$ cat config.mk
export PLATFORM = sky130hd
export DESIGN_NAME = m10k_arbiter
export DESIGN_NICKNAME = d
export VERILOG_FILES = /design/src/rtl/m10k_arbiter.sv
export SDC_FILE = /design/constraint.sdc
export NUM_CORES = 1
export LEC_CHECK = 0
export BUFFER_PORTS_ARGS = -buffer_cell sky130_fd_sc_hd__buf_4
export CAP_MARGIN = 25
export CORE_ASPECT_RATIO = 0.8
export CORE_MARGIN = 4
export CORE_UTILIZATION = 30
export DETAILED_ROUTE_END_ITERATION = 16
export PLACE_DENSITY = 0.75
export SETUP_SLACK_MARGIN = 0.1
export SYNTH_ARGS = -nofsm -noshare
export SYNTH_HDL_FRONTEND = slang
export SYNTH_SLANG_ARGS = --single-unit
$ cat constraint.sdc
create_clock -name clock -period 2 [get_ports clock]
set_input_delay 0.3 -clock clock [delete_from_list [all_inputs] [get_ports clock]]
set_output_delay 0.3 -clock clock [all_outputs]
set_load 0.05 [all_outputs]
$ cat src/rtl/m10k_arbiter.sv
// m10k_arbiter: round-robin sharing of one registered-read M10K port among NUM_REQ requesters.
// Defining M10K_ARB_LOCK_EN adds req_lock so a granted requester can keep priority for a burst.
module m10k_arbiter #(
  parameter int NUM_REQ = 3,
  parameter int ADDR_WIDTH = 8,
  parameter int DATA_WIDTH = 32,
  parameter int RD_LATENCY = 1
) (
  input  logic                                 clock,
  input  logic                                 reset_n,
  input  logic [NUM_REQ-1:0]                   req_valid,
  input  logic [NUM_REQ-1:0]                   req_write,
  input  logic [NUM_REQ-1:0][ADDR_WIDTH-1:0]   req_addr,
  input  logic [NUM_REQ-1:0][DATA_WIDTH-1:0]   req_wdata,
`ifdef M10K_ARB_LOCK_EN
  input  logic [NUM_REQ-1:0]                   req_lock,
`endif
  output logic [NUM_REQ-1:0]                   req_ready,
  output logic [NUM_REQ-1:0]                   rsp_valid,
  output logic [DATA_WIDTH-1:0]                rsp_data,
  output logic                                 mem_read,
  output logic                                 mem_write,
  output logic [ADDR_WIDTH-1:0]                mem_address,
  output logic [DATA_WIDTH-1:0]                mem_writedata,
  input  logic [DATA_WIDTH-1:0]                mem_readdata
);
  localparam int IW = $clog2(NUM_REQ);
  logic [IW-1:0] ptr, gidx, cand;
  logic found;
  logic [RD_LATENCY:0] tag_v;
  logic [RD_LATENCY:0][IW-1:0] tag_i;
`ifdef M10K_ARB_LOCK_EN
  logic locked;
`endif
  function automatic logic [IW-1:0] wrap_inc(input logic [IW-1:0] x);
    return (x == IW'(NUM_REQ - 1)) ? '0 : x + 1'b1;
  endfunction
  always_comb begin
    found = 1'b0;
    gidx = ptr;
    cand = ptr;
    for (int i = 0; i < NUM_REQ; i++) begin
      if (!found && req_valid[cand]) begin
        found = 1'b1;
        gidx = cand;
      end
      cand = wrap_inc(cand);
    end
    found = found & reset_n;
  end
  assign req_ready = NUM_REQ'(found) << gidx;
  // tag stage RD_LATENCY lines up with mem_readdata for the read issued RD_LATENCY+1 cycles earlier
  assign rsp_valid = NUM_REQ'(tag_v[RD_LATENCY]) << tag_i[RD_LATENCY];
  assign rsp_data = tag_v[RD_LATENCY] ? mem_readdata : '0;
  always_ff @(posedge clock) begin
    if (!reset_n) begin
      ptr <= '0;
      mem_read <= 1'b0;
      mem_write <= 1'b0;
      mem_address <= '0;
      mem_writedata <= '0;
      tag_v <= '0;
      tag_i <= '0;
`ifdef M10K_ARB_LOCK_EN
      locked <= 1'b0;
`endif
    end else begin
      mem_read <= found & ~req_write[gidx];
      mem_write <= found & req_write[gidx];
      if (found) mem_address <= req_addr[gidx];
      if (found && req_write[gidx]) mem_writedata <= req_wdata[gidx];
      tag_v <= {tag_v[RD_LATENCY-1:0], found & ~req_write[gidx]};
      tag_i <= {tag_i[RD_LATENCY-1:0], gidx};
`ifdef M10K_ARB_LOCK_EN
      locked <= found & req_lock[gidx];
      if (found) ptr <= req_lock[gidx] ? gidx : wrap_inc(gidx);
      else if (locked) ptr <= wrap_inc(ptr);
`else
      if (found) ptr <= wrap_inc(gidx);
`endif
    end
  end
endmodule

==> flow_metrics.py <==
metrics = {
    "sta": {
        "maxSlewViolCount": 0,
        "layout_setup_ws_ns": 0.0674,
        "tightest_slew_ns": 0.477,
        "fin_crit_sh_pct": 96.6,
        "layout_min_cycle_time_ns": 1.93,
        "fmaxAchievable_mhz": 517,
        "slew_headroom_pct": 68.1,
        "clock-skew-final_ns": 0.00499,
        "rsz0062_at_grt": "true",
        "hold_viol_final": 0,
        "setup-violations-final": 0,
    },
    "power": {
        "p_per_area_mw_per_mm2": 776,
        "p_total_mw": 4.12,
        "leakagePower_nw": 2.43,
        "irDropWorstVdd_mv": 0.388,
    },
    "critical_path": {
        "critical_path_class": "reg -> out",
        "reg2reg_slack_ns": 0.15,
        "reg2regPathDepth": 8,
        "worst-path-max-fanout": 4,
        "arrival_ns": 1.63,
        "regToRegEndpoint": "mem_writedata[15]$_SDFFE_PN0P_",
        "cp.required_ns": 1.70,
        "end_kind": "output port",
        "critPathLaunchType": "flip-flop",
        "r2r_start": "ptr[0]$_SDFFE_PN0P_",
    },
    "route": {
        "num_vias": 3614,
        "ant_nets": 0,
        "avgViaCountPerCell": 5.43,
        "drt_iter0_markers": 286,
        "drtPass1Iterations": 6,
        "wl_per_cell_um": 18.7,
        "wirelength_mm": 12.5,
        "drc": 0,
    },
    "global_routing": {
        "grt_max_degree": 33,
        "use_met3_pct": 4.87,
        "track_usage_pct": 19.6,
        "grt_pass1_wl_mm": 17.2,
        "grt_remaining_overflow": 0,
        "grt_pass1_vias": 3484,
        "met2_usage_pct": 37.4,
        "antenna_found_initial": 0,
        "busiest_layer": "met2",
        "use_met1_pct": 21.7,
    },
    "synthesis": {
        "synth_cell_types": 38,
        "synth_top_area_share_pct": 34.9,
        "syn_area_per_cell_um2": 9.07,
        "yosys_most_used_dff": "dfxtp_1",
        "synthMuxAreaShare_pct": 0.356,
        "ys_ff_latch": 49,
        "seq_area_frac_synth_pct": 34.9,
        "synth_simple_gate_area_share_pct": 15.8,
        "syn_inst": 310,
        "synth_top_family_by_area": "compound AO/OA/AOI/OAI gates",
        "ys_async_sr_fraction_pct": 0,
        "synth_compound_area_share_pct": 41.5,
        "syn_nets": 470,
        "ys.warnings.count": 0,
        "synthesis.area_mm2": 0.00281,
        "synth_top_area_cell": "dfxtp_1",
        "synth_edf_count": 0,
        "synth_area_leaders": "dfxtp_1 35%, a222oi_1 12%, o41ai_1 10%, a21oi_2 9.3%, and2_1 8.0%",
        "synth_xor_xnor_area_share_pct": 0,
        "synth-adder-area-share_pct": 0,
    },
    "die": {
        "die_w_um": 116,
        "ios": 240,
        "start_util_pct": 31.0,
        "die_area_mm2": 0.0110,
        "rows": 31,
        "core_mm2": 0.00908,
        "die_height_um": 94.6,
    },
    "clock_network": {
        "h-tree-depth": 2,
        "cts_tree": "built",
        "cts.sinks": 49,
        "cts_inserted_buffers": 5,
        "cts-hold-fix-buffers": 0,
        "cts.clk_slew.worst_paths_ns": 0.07,
        "clk_latency_ns": 0.28,
        "clock-root-buffer": "clkbuf_16",
        "cts_buffer_depth": 2,
    },
    "final_layout": {
        "final.fill_count": 801,
        "multi_input_area_mm2": 0.00181,
        "area_delta_synth_final_pct": 88.6,
        "drive_above_1_share_pct": 61.2,
        "fin_cells": 666,
        "n_antenna_cell": 0,
        "layout.nets": 710,
        "final_area_mm2": 0.00530,
        "final_cell_mix": "256 x buf_4, 47 x dfxtp_1, 35 x and2_1",
        "final_util_pct": 58.4,
        "mostFrequentLayoutCell": "buf_4",
        "seqCellArea_um2": 986,
    },
    "placed_design": {
        "gp_congestion": 0.772,
        "port_buffers": 239,
        "pre_cts_ws_ns": -0.147,
        "dp.cells": 641,
        "postPlaceCellArea_mm2": 0.00479,
        "dpl.hpwl_mm": 8.80,
    },
    "worst_hold_path": {
        "hp-class": "in -> reg",
        "whs_path_depth": 3,
        "worstHoldStart": "req_addr[15]",
        "hold_end": "mem_address[7]$_SDFFE_PN0P_",
    },
    "job": {
        "maxCapViolCount": 0,
    },
    "outcome": {
        "status": "finished clean",
    },
}
-- state kept, by name (all words and copies together) (netlist names) --
name,flops
mem_writedata,32
tag_i,4
tag_v,2
ptr,2
mem_write,1
mem_address,8
-- how the worst max path moves through the flow --
stage                        start                             end  slack (ns)  depth (start not counted)
3_3_place_gp   ptr[0]$_SDFFE_PN0P_             tag_v[0]$_SDFF_PN0_       -0.07                          6
3_5_place_dp   ptr[0]$_SDFFE_PN0P_             tag_v[0]$_SDFF_PN0_       -0.15                          6
4_1_cts        ptr[0]$_SDFFE_PN0P_                    req_ready[0]        0.05                          7
5_1_grt        ptr[0]$_SDFFE_PN0P_                    req_ready[0]       -0.01                          7
6_report       ptr[0]$_SDFFE_PN0P_                    req_ready[0]        0.07                          7
2_1_floorplan  ptr[0]$_SDFFE_PN0P_  mem_writedata[17]$_SDFFE_PN0P_        0.08                          8
-- timing repair --
item / CTS / global route
gates cloned: 1 / 3
pin swaps: 2 / 4
resized for setup: 21 / 15
endpoints found under the setup margin: 43 / 37
setup buffers: 6 / 7
-- power breakdown --
group | total, mW | switching, mW | internal [mW]
Sequential | 1.17 | 0.0713 | 1.10
Clock | 1.09 | 0.370 | 0.721
Combinational | 1.85 | 1.11 | 0.745
Total | 4.12 | 1.55 | 2.57
-- synth_stat cells (all sizes together) (7+ instances only) --
cell     n
and2    36
buf     12
a21oi   37
a222oi  33
o41ai   32
nor2     7
o21ai   12
dfxtp   49
a31oi    8
nand2   11
clkbuf  30
-- cells by family (layout without fill, tap and decap cells) --
kind of cell / count (synthesis) / count (layout)
and+or+nand+nor: 76 / 79
muxes: 1 / 1
buffers and inverters: 45 / 283
AOI/OAI and AO/OA: 139 / 139
DFF: 49 / 49
-- per-stage QoR --
| stage | TNS, ns | hold slack, ns |
|---|---|---|
| after floorplan | 0 | 0.412 |
| after global placement | -0.937 | 0.418 |
| after detailed placement | -3.81 | 0.421 |
| after CTS | 0 | 0.277 |
| after global routing | -0.0128 | 0.286 |
| final | 0 | 0.280 |
-- worst max-delay path, stage by stage, from the launching register on --
cell and delay [ns]:
dfxtp_4 0.35, buf_6 0.12, and2_4 0.15, o21ai_4 0.16, buf_6 0.15, nand2_8 0.06, nor3_4 0.18, buf_6 0.18
-- layout make-up --
class	count	share of cell area [%]
flip-flops and latches	49	18.6
multi-input cells	219	34.2
clock inverters	3	1.30
clock buffers	5	2.36
repair buffers	272	40.6
well taps	115	2.71
inverters	3	0.212
-- per-layer routing --
layer	wire length [um]	part of all wire (%)
met4	160	1.3
met2	6610	53
met1	4570	37
met5	0	0
met3	1140	9.1
Power figures use the tool's default switching activity.
